`config.mk`:
```
export PLATFORM = sky130hd
export DESIGN_NAME = motoro3_gate_deadtime
export DESIGN_NICKNAME = d
export VERILOG_FILES = /design/src/rtl/motoro3_pkg.sv /design/src/rtl/motoro3_deadtime_phase.sv /design/src/rtl/motoro3_gate_deadtime.sv
export SDC_FILE = /design/constraint.sdc
export NUM_CORES = 1
export LEC_CHECK = 0
export CAP_MARGIN = 20
export CELL_PAD_IN_SITES_DETAIL_PLACEMENT = 1
export CELL_PAD_IN_SITES_GLOBAL_PLACEMENT = 2
export CORE_ASPECT_RATIO = 0.9
export CORE_MARGIN = 2
export CORE_UTILIZATION = 33
export CTS_BUF_LIST = sky130_fd_sc_hd__clkbuf_4
export CTS_CLUSTER_SIZE = 24
export DETAILED_ROUTE_END_ITERATION = 8
export HOLD_SLACK_MARGIN = 0.06
export PLACE_DENSITY_LB_ADDON = 0.1
export SLEW_MARGIN = 20
export SYNTH_ARGS = -nofsm -noshare
export SYNTH_HDL_FRONTEND = slang
export SYNTH_SLANG_ARGS = --single-unit
```
`constraint.sdc`:
```
create_clock -name clk -period 2.4 [get_ports clk]
set_clock_uncertainty 0.2 [all_clocks]
set_input_delay 0.6 -clock clk [delete_from_list [all_inputs] [get_ports clk]]
set_output_delay 0.6 -clock clk [all_outputs]
set_load 0.02 [all_outputs]
```
`src/rtl/motoro3_pkg.sv`:
```
// Shared encodings for the motoro3 gate dead-time stage: phase FSM states,
// phase request values and the default dead time.
package motoro3_pkg;

    localparam logic [1:0] S_OFF = 2'd0;
    localparam logic [1:0] S_DT  = 2'd1;
    localparam logic [1:0] S_HI  = 2'd2;
    localparam logic [1:0] S_LO  = 2'd3;

    typedef enum logic [1:0] {
        REQ_OFF = 2'd0,
        REQ_HI  = 2'd1,
        REQ_LO  = 2'd2
    } req_e;

    localparam int DT_CYCLES_DEF = 10;

    // The PWM chop only gates the high side; the low side ignores it.
    function automatic req_e decode_req(input logic en, input logic h1_l0, input logic pwm);
        if (en && h1_l0 && pwm) return REQ_HI;
        if (en && !h1_l0)       return REQ_LO;
        return REQ_OFF;
    endfunction

endpackage

```
`src/rtl/motoro3_deadtime_phase.sv`:
```
// One inverter leg: request decode, dead-time FSM and registered gate drives.
// state | meaning
// S_OFF | both gates off, idle
// S_DT  | both gates off, dead time running toward tgt
// S_HI  | high-side gate on
// S_LO  | low-side gate on
module motoro3_deadtime_phase
    import motoro3_pkg::*;
#(
    parameter int DT_CYCLES = DT_CYCLES_DEF,
    parameter int DT_W      = 8
) (
    input  logic clk,
    input  logic nRst,
    input  logic force_off_i,
    input  logic en_i,
    input  logic h1_l0_i,
    input  logic pwm_i,
    output logic hg_o,
    output logic lg_o,
    output logic dt_active_o
);

    localparam logic [DT_W-1:0] DT_LOAD = DT_W'(DT_CYCLES - 1);

    logic [1:0]      state_q, state_d;
    logic [DT_W-1:0] cnt_q, cnt_d;
    req_e            tgt_q, tgt_d;
    req_e            req;
    logic            on_held;
    logic            hg_q, lg_q;

    always_comb begin
        req     = decode_req(en_i, h1_l0_i, pwm_i);
        on_held = ((state_q == S_HI) && (req == REQ_HI)) ||
                  ((state_q == S_LO) && (req == REQ_LO));
        state_d = state_q;
        cnt_d   = cnt_q;
        tgt_d   = tgt_q;
        if (force_off_i) begin
            state_d = S_OFF;
            tgt_d   = REQ_OFF;
        end else begin
            case (state_q)
                S_OFF: begin
                    if (req != REQ_OFF) begin
                        state_d = S_DT;
                        cnt_d   = DT_LOAD;
                        tgt_d   = req;
                    end
                end
                S_HI, S_LO: begin
                    // Reload on every exit so a re-entry can never shortcut the dead time.
                    if (!on_held) begin
                        state_d = S_DT;
                        cnt_d   = DT_LOAD;
                        tgt_d   = req;
                    end
                end
                S_DT: begin
                    if (req == REQ_OFF) begin
                        state_d = S_OFF;
                    end else if (cnt_q == '0) begin
                        state_d = (req == REQ_HI) ? S_HI : S_LO;
                    end else begin
                        cnt_d = cnt_q - 1'b1;
                        tgt_d = req;
                    end
                end
                default: state_d = S_OFF;
            endcase
        end
    end

    always_ff @(negedge clk or negedge nRst) begin
        if (!nRst) begin
            state_q <= S_OFF;
            cnt_q   <= '0;
            tgt_q   <= REQ_OFF;
            hg_q    <= 1'b0;
            lg_q    <= 1'b0;
        end else begin
            state_q <= state_d;
            cnt_q   <= cnt_d;
            tgt_q   <= tgt_d;
            hg_q    <= (state_d == S_HI);
            lg_q    <= (state_d == S_LO);
        end
    end

    assign hg_o        = hg_q;
    assign lg_o        = lg_q;
    assign dt_active_o = (state_q == S_DT);

endmodule

```
`src/rtl/motoro3_gate_deadtime.sv`:
```
// Three-phase gate driver with per-leg dead time and a latched fault shutdown
// that forces every leg off. All registers update on the falling clk edge.
module motoro3_gate_deadtime
    import motoro3_pkg::*;
#(
    parameter int DT_CYCLES = DT_CYCLES_DEF,
    parameter int DT_W      = 8
) (
    input  logic       clk,
    input  logic       nRst,
    input  logic       pwm,
    input  logic       aE,
    input  logic       bE,
    input  logic       cE,
    input  logic       aH1_L0,
    input  logic       bH1_L0,
    input  logic       cH1_L0,
    input  logic       fault_in,
    input  logic       fault_clr,
    output logic       aHg,
    output logic       aLg,
    output logic       bHg,
    output logic       bLg,
    output logic       cHg,
    output logic       cLg,
    output logic       fault_latched,
    output logic [2:0] dt_active
);

    if (DT_CYCLES < 1 || DT_CYCLES > 255 || DT_CYCLES > (2 ** DT_W)) begin : g_dt_range
        $error("motoro3_gate_deadtime: DT_CYCLES out of range");
    end

    logic       fault_q, fault_d;
    logic       force_off;
    logic [2:0] en, h1_l0, hg, lg, dt;

    always_comb begin
        fault_d = fault_q;
        if (fault_in) begin
            fault_d = 1'b1;
        end else if (fault_clr) begin
            fault_d = 1'b0;
        end
    end

    always_ff @(negedge clk or negedge nRst) begin
        if (!nRst) begin
            fault_q <= 1'b0;
        end else begin
            fault_q <= fault_d;
        end
    end

    // A fresh fault sample kills the gates at the same edge it is latched.
    assign force_off = fault_q | fault_in;

    assign en    = {cE, bE, aE};
    assign h1_l0 = {cH1_L0, bH1_L0, aH1_L0};

    for (genvar p = 0; p < 3; p++) begin : g_phase
        motoro3_deadtime_phase #(
            .DT_CYCLES (DT_CYCLES),
            .DT_W      (DT_W)
        ) u_phase (
            .clk         (clk),
            .nRst        (nRst),
            .force_off_i (force_off),
            .en_i        (en[p]),
            .h1_l0_i     (h1_l0[p]),
            .pwm_i       (pwm),
            .hg_o        (hg[p]),
            .lg_o        (lg[p]),
            .dt_active_o (dt[p])
        );
    end

    assign aHg           = hg[0];
    assign aLg           = lg[0];
    assign bHg           = hg[1];
    assign bLg           = lg[1];
    assign cHg           = hg[2];
    assign cLg           = lg[2];
    assign fault_latched = fault_q;
    assign dt_active     = dt;

endmodule

```
==> impl_results.html <==
<table>
<tr><th>Metric</th><th>Value</th></tr>
<tr><th colspan="2">Layout</th></tr>
<tr><td>Post-synthesis to final-layout area growth</td><td>72.4%</td></tr>
<tr><td>Leading cell type in the layout, fill and taps excluded</td><td>sky130_fd_sc_hd__buf_4</td></tr>
<tr><td>Share of final-layout standard cells stronger than drive strength 1</td><td>60.2%</td></tr>
<tr><td>Final std cells w/o fill</td><td>391</td></tr>
<tr><td>Total number of nets in the final design</td><td>332</td></tr>
<tr><td>Count of inserted antenna diode cells</td><td>0</td></tr>
<tr><td>Number of filler instances in the final layout</td><td>647</td></tr>
<tr><td>Top library cells by usage in the layout, fill and taps aside</td><td>52 x sky130_fd_sc_hd__buf_4, 37 x sky130_fd_sc_hd__dfrtn_1, 33 x sky130_fd_sc_hd__buf_6</td></tr>
<tr><td>Utilization after layout</td><td>58.3%</td></tr>
<tr><th colspan="2">Timing</th></tr>
<tr><td>Slew at the pin closest to its max-slew limit</td><td>475 ps</td></tr>
<tr><td>Final Hold Fails</td><td>0</td></tr>
<tr><td>Worst slew margin</td><td>67.9%</td></tr>
<tr><td>Unrepaired setup endpoints after global routing</td><td>yes</td></tr>
<tr><td>Pins Over Slew Limit</td><td>0</td></tr>
<tr><td>Finish-stage setup viols</td><td>46</td></tr>
<tr><td>Final setup slack of the worst path</td><td>-688 ps</td></tr>
<tr><th colspan="2">Clock network</th></tr>
<tr><td>Post-CTS Hold Fix Bufs</td><td>0</td></tr>
<tr><td>Clock Sinks</td><td>37</td></tr>
<tr><td>Number of H-tree levels</td><td>2</td></tr>
<tr><td>Insertion delay to the later sink of the worst-skew pair</td><td>350 ps</td></tr>
<tr><td>TritonCTS clock tree</td><td>done</td></tr>
<tr><td>Maximum count of clock buffers along a single path</td><td>2</td></tr>
<tr><td>Number of CTS-inserted buffers</td><td>5</td></tr>
<tr><td>Root buffer cell</td><td>sky130_fd_sc_hd__clkbuf_4</td></tr>
<tr><td>Register clock-pin slew on the reported worst setup and hold paths</td><td>80 ps</td></tr>
<tr><th colspan="2">Run status</th></tr>
<tr><td>Status</td><td>finished, violations left</td></tr>
<tr><td>Violated checks</td><td>setup timing</td></tr>
<tr><th colspan="2">Global route</th></tr>
<tr><td>Most Used Layer, Global Route</td><td>met2</td></tr>
<tr><td>Maximum number of pins on one net before global-route repair</td><td>38</td></tr>
<tr><td>Global-route wire length before repair</td><td>12,000 um</td></tr>
<tr><td>Met3 track demand over resource in global routing</td><td>3.64%</td></tr>
<tr><td>Aggregate global-route resource usage</td><td>23.2%</td></tr>
<tr><td>Met2 GRT Util</td><td>41.5%</td></tr>
<tr><td>Met1 usage in global routing</td><td>27.2%</td></tr>
<tr><td>Antenna violations before repair</td><td>0</td></tr>
<tr><td>Number of global-route vias before repair</td><td>2,323</td></tr>
<tr><td>Total overflow reported by the global router</td><td>0</td></tr>
<tr><th colspan="2">Placement</th></tr>
<tr><td>Weighted congestion at the end of routability-driven global placement</td><td>0.817</td></tr>
<tr><td>Post-DP HPWL</td><td>4410 um</td></tr>
<tr><td>IO buf count</td><td>20</td></tr>
<tr><td>Cell count after placement</td><td>353</td></tr>
<tr><th colspan="2">Floorplanning</th></tr>
<tr><td>Area of the core region</td><td>6050 sq um</td></tr>
<tr><td>Chip height</td><td>78.7 um</td></tr>
<tr><td>Initial Utilization</td><td>33.8%</td></tr>
<tr><td>Count of standard-cell rows</td><td>27</td></tr>
<tr><td>Die outline width</td><td>87.0 um</td></tr>
<tr><td>Die outline area</td><td>6850 sq um</td></tr>
<tr><td>Number of top-level pins</td><td>21</td></tr>
<tr><th colspan="2">Critical path</th></tr>
<tr><td>Required time of the critical path</td><td>1600 ps</td></tr>
<tr><td>Depth of the worst register-to-register path</td><td>6</td></tr>
<tr><td>Critical Path Start Type</td><td>register</td></tr>
<tr><td>Worst R2R End</td><td>g_phase[0].u_phase.lg_o</td></tr>
<tr><td>CP max FO</td><td>2</td></tr>
<tr><td>Critical path start-end classification</td><td>reg2out</td></tr>
<tr><td>Endpoint kind of the worst setup timing path</td><td>primary output</td></tr>
<tr><td>Crit Reg-Reg Startpoint</td><td>g_phase[0].u_phase.cnt_q[3]</td></tr>
<tr><td>Worst Path Arrival</td><td>2290 ps</td></tr>
<tr><td>R2R setup slack</td><td>-110 ps</td></tr>
<tr><th colspan="2">Worst hold path</th></tr>
<tr><td>Sink of the worst hold path</td><td>g_phase[1].u_phase.cnt_q[2]</td></tr>
<tr><td>Class of the tightest hold or removal check</td><td>reg2reg</td></tr>
<tr><td>Number of stages on the worst hold path</td><td>1</td></tr>
<tr><td>Min-Delay Startpoint</td><td>g_phase[1].u_phase.cnt_q[2]</td></tr>
<tr><th colspan="2">Power and ir drop</th></tr>
<tr><td>Pwr/cell area</td><td>402 nW/um^2</td></tr>
<tr><td>Leakage component of the power</td><td>0.00150 uW</td></tr>
<tr><td>Portion of total power attributed to combinational logic</td><td>26.4%</td></tr>
<tr><td>Max rail drop VDD</td><td>241 uV</td></tr>
<tr><td>Sequential share of power</td><td>48.7%</td></tr>
<tr><td>Sw Ratio</td><td>32.1%</td></tr>
<tr><td>Internal cell power</td><td>961 uW</td></tr>
<tr><td>Clock share of power</td><td>24.9%</td></tr>
<tr><td>Sw Pwr</td><td>455 uW</td></tr>
<tr><td>Total power consumption of the routed design</td><td>1420 uW</td></tr>
<tr><th colspan="2">Synth</th></tr>
<tr><td>Fraction of post-synthesis cell area in the top cell type by area</td><td>45.3%</td></tr>
<tr><td>Synthesis Warnings</td><td>0</td></tr>
<tr><td>Mapped Area</td><td>2050 sq um</td></tr>
<tr><td>Most area-hungry cell type in the Yosys netlist</td><td>sky130_fd_sc_hd__dfrtn_1</td></tr>
<tr><td>Post-Syn Nets</td><td>238</td></tr>
<tr><td>Asr flop ratio synth</td><td>100%</td></tr>
<tr><td>Syn Inst Count</td><td>224</td></tr>
<tr><td>Synth cell types</td><td>45</td></tr>
<tr><td>EDFF count, synth</td><td>0</td></tr>
<tr><td>Register bit count reported by yosys</td><td>37</td></tr>
<tr><td>Part of the Yosys area used for sequential elements</td><td>45.3%</td></tr>
<tr><td>Mean Syn Cell Area</td><td>9.13 sq um</td></tr>
<tr><td>Top cells by area in the synthesized netlist</td><td>sky130_fd_sc_hd__dfrtn_1 45%, sky130_fd_sc_hd__nor2_1 4.4%, sky130_fd_sc_hd__a21oi_1 3.7%</td></tr>
<tr><td>Most used flip-flop cell after synthesis</td><td>sky130_fd_sc_hd__dfrtn_1</td></tr>
<tr><th colspan="2">Route</th></tr>
<tr><td>Total wire length</td><td>7290 um</td></tr>
<tr><td>TritonRoute pass-1 iters</td><td>4</td></tr>
<tr><td>Vias post-DR</td><td>2,089</td></tr>
<tr><td>Via density per instance</td><td>5.34</td></tr>
<tr><td>DRC errors left</td><td>0</td></tr>
<tr><td>Final antenna-violating net count</td><td>0</td></tr>
<tr><td>Detail-routed net length per standard cell</td><td>18.6 um</td></tr>
<tr><td>DRC marker count from the first detailed-route iteration</td><td>50</td></tr>
<tr><th colspan="2">Flow run</th></tr>
<tr><td>Number of maximum-capacitance violations</td><td>0</td></tr>
</table>
==> registers in the layout, summed over array words and instances, names as in the netlist <==
| name | count |
|---|---|
| fault_latched | 1 |
| g_phase.u_phase.cnt_q | 24 |
| g_phase.u_phase.hg_o | 3 |
| g_phase.u_phase.lg_o | 3 |
| g_phase.u_phase.state_q | 6 |
==> synthesized netlist by cell type, drive strengths merged (3+ instances only) <==
library cell and number:
dfrtn 37, nor2 24, o21ai 16, a21oi 15, inv 15, nand2 14
nor3 11, nand2b 10, or4 8, o31ai 7, or3 6, clkbuf 5
nand3 5, nor2b 5, buf 4, nor4 4, or2 4, a21o 3
and2 3, ha 3, o22a 3
==> power by group through the flow <==
stage          logic, uW  clock network [uW]  registers (uW)
2_1_floorplan        141                   0             703
3_3_place_gp         263                   0             694
3_5_place_dp         279                   0             698
4_1_cts              347                 363             689
5_1_grt              408                 393             693
6_report             374                 353             689
==> worst max path at each step <==
| stage | from | endpoint | slack, ps | cells past startpoint |
|---|---|---|---|---|
| floorplan | pwm | g_phase[0].u_phase.cnt_q[5] | -980 | 7 |
| global placement | pwm | g_phase[1].u_phase.cnt_q[2] | -1450 | 6 |
| detailed placement | pwm | g_phase[1].u_phase.cnt_q[4] | -1510 | 6 |
| CTS | g_phase[1].u_phase.state_q[1] | dt_active[1] | -670 | 3 |
| global route | g_phase[2].u_phase.state_q[1] | dt_active[2] | -740 | 3 |
| finish | g_phase[2].u_phase.state_q[1] | dt_active[2] | -690 | 3 |
==> per-stage QoR <==
stage                     hold slack [ps]  setup WS (ps)  TNS [ps]  area, sq um
final                                 252           -688    -24470         3530
after global placement                236          -1450    -52070         2750
after global routing                  276           -744    -26250         3530
after floorplan                       221           -979    -27190         2210
after CTS                             255           -673    -22760         3380
after detailed placement              271          -1510    -53860         2750
==> what timing repair did <==
| action | in CTS | in global routing |
|---|---|---|
| pin swaps | 33 | 25 |
| cloned | 1 | 0 |
| setup endpoints to repair | 47 | 46 |
| buffers inserted | 25 | 11 |
| resized for setup | 180 | 26 |
==> critical path, stage by stage, from the launching register on <==
cell and delay (ps):
sky130_fd_sc_hd__dfrtn_1 430, sky130_fd_sc_hd__nand2b_4 150, sky130_fd_sc_hd__clkinv_4 50, sky130_fd_sc_hd__buf_6 120
==> cells by family after synthesis <==
kind of cell / synth area share [%]
fa+ha+maj: 1.84
mux: 1.04
flops: 45.3
compound gates: 19.3
buf+inv: 5.69
simple gates: 26.9
==> layout make-up <==
class,instances,area (sq um),area share [%]
clock buffers,6,45.0,1.28
clock inverters,2,10.0,0.284
inverters,16,65.1,1.85
multi-input cells,163,1520,43.2
flip-flops and latches,37,926,26.3
well taps,72,90.1,2.56
repair buffers,95,868,24.6
==> metal layers <==
metal | vias to the layer above | part of all wire, %
met1 | 1028 | 40
met4 | 0 | 4.3
met3 | 25 | 2.7
met5 | - | 0
li1 | 994 | -
met2 | 42 | 53
Power figures use the tool's default switching activity.
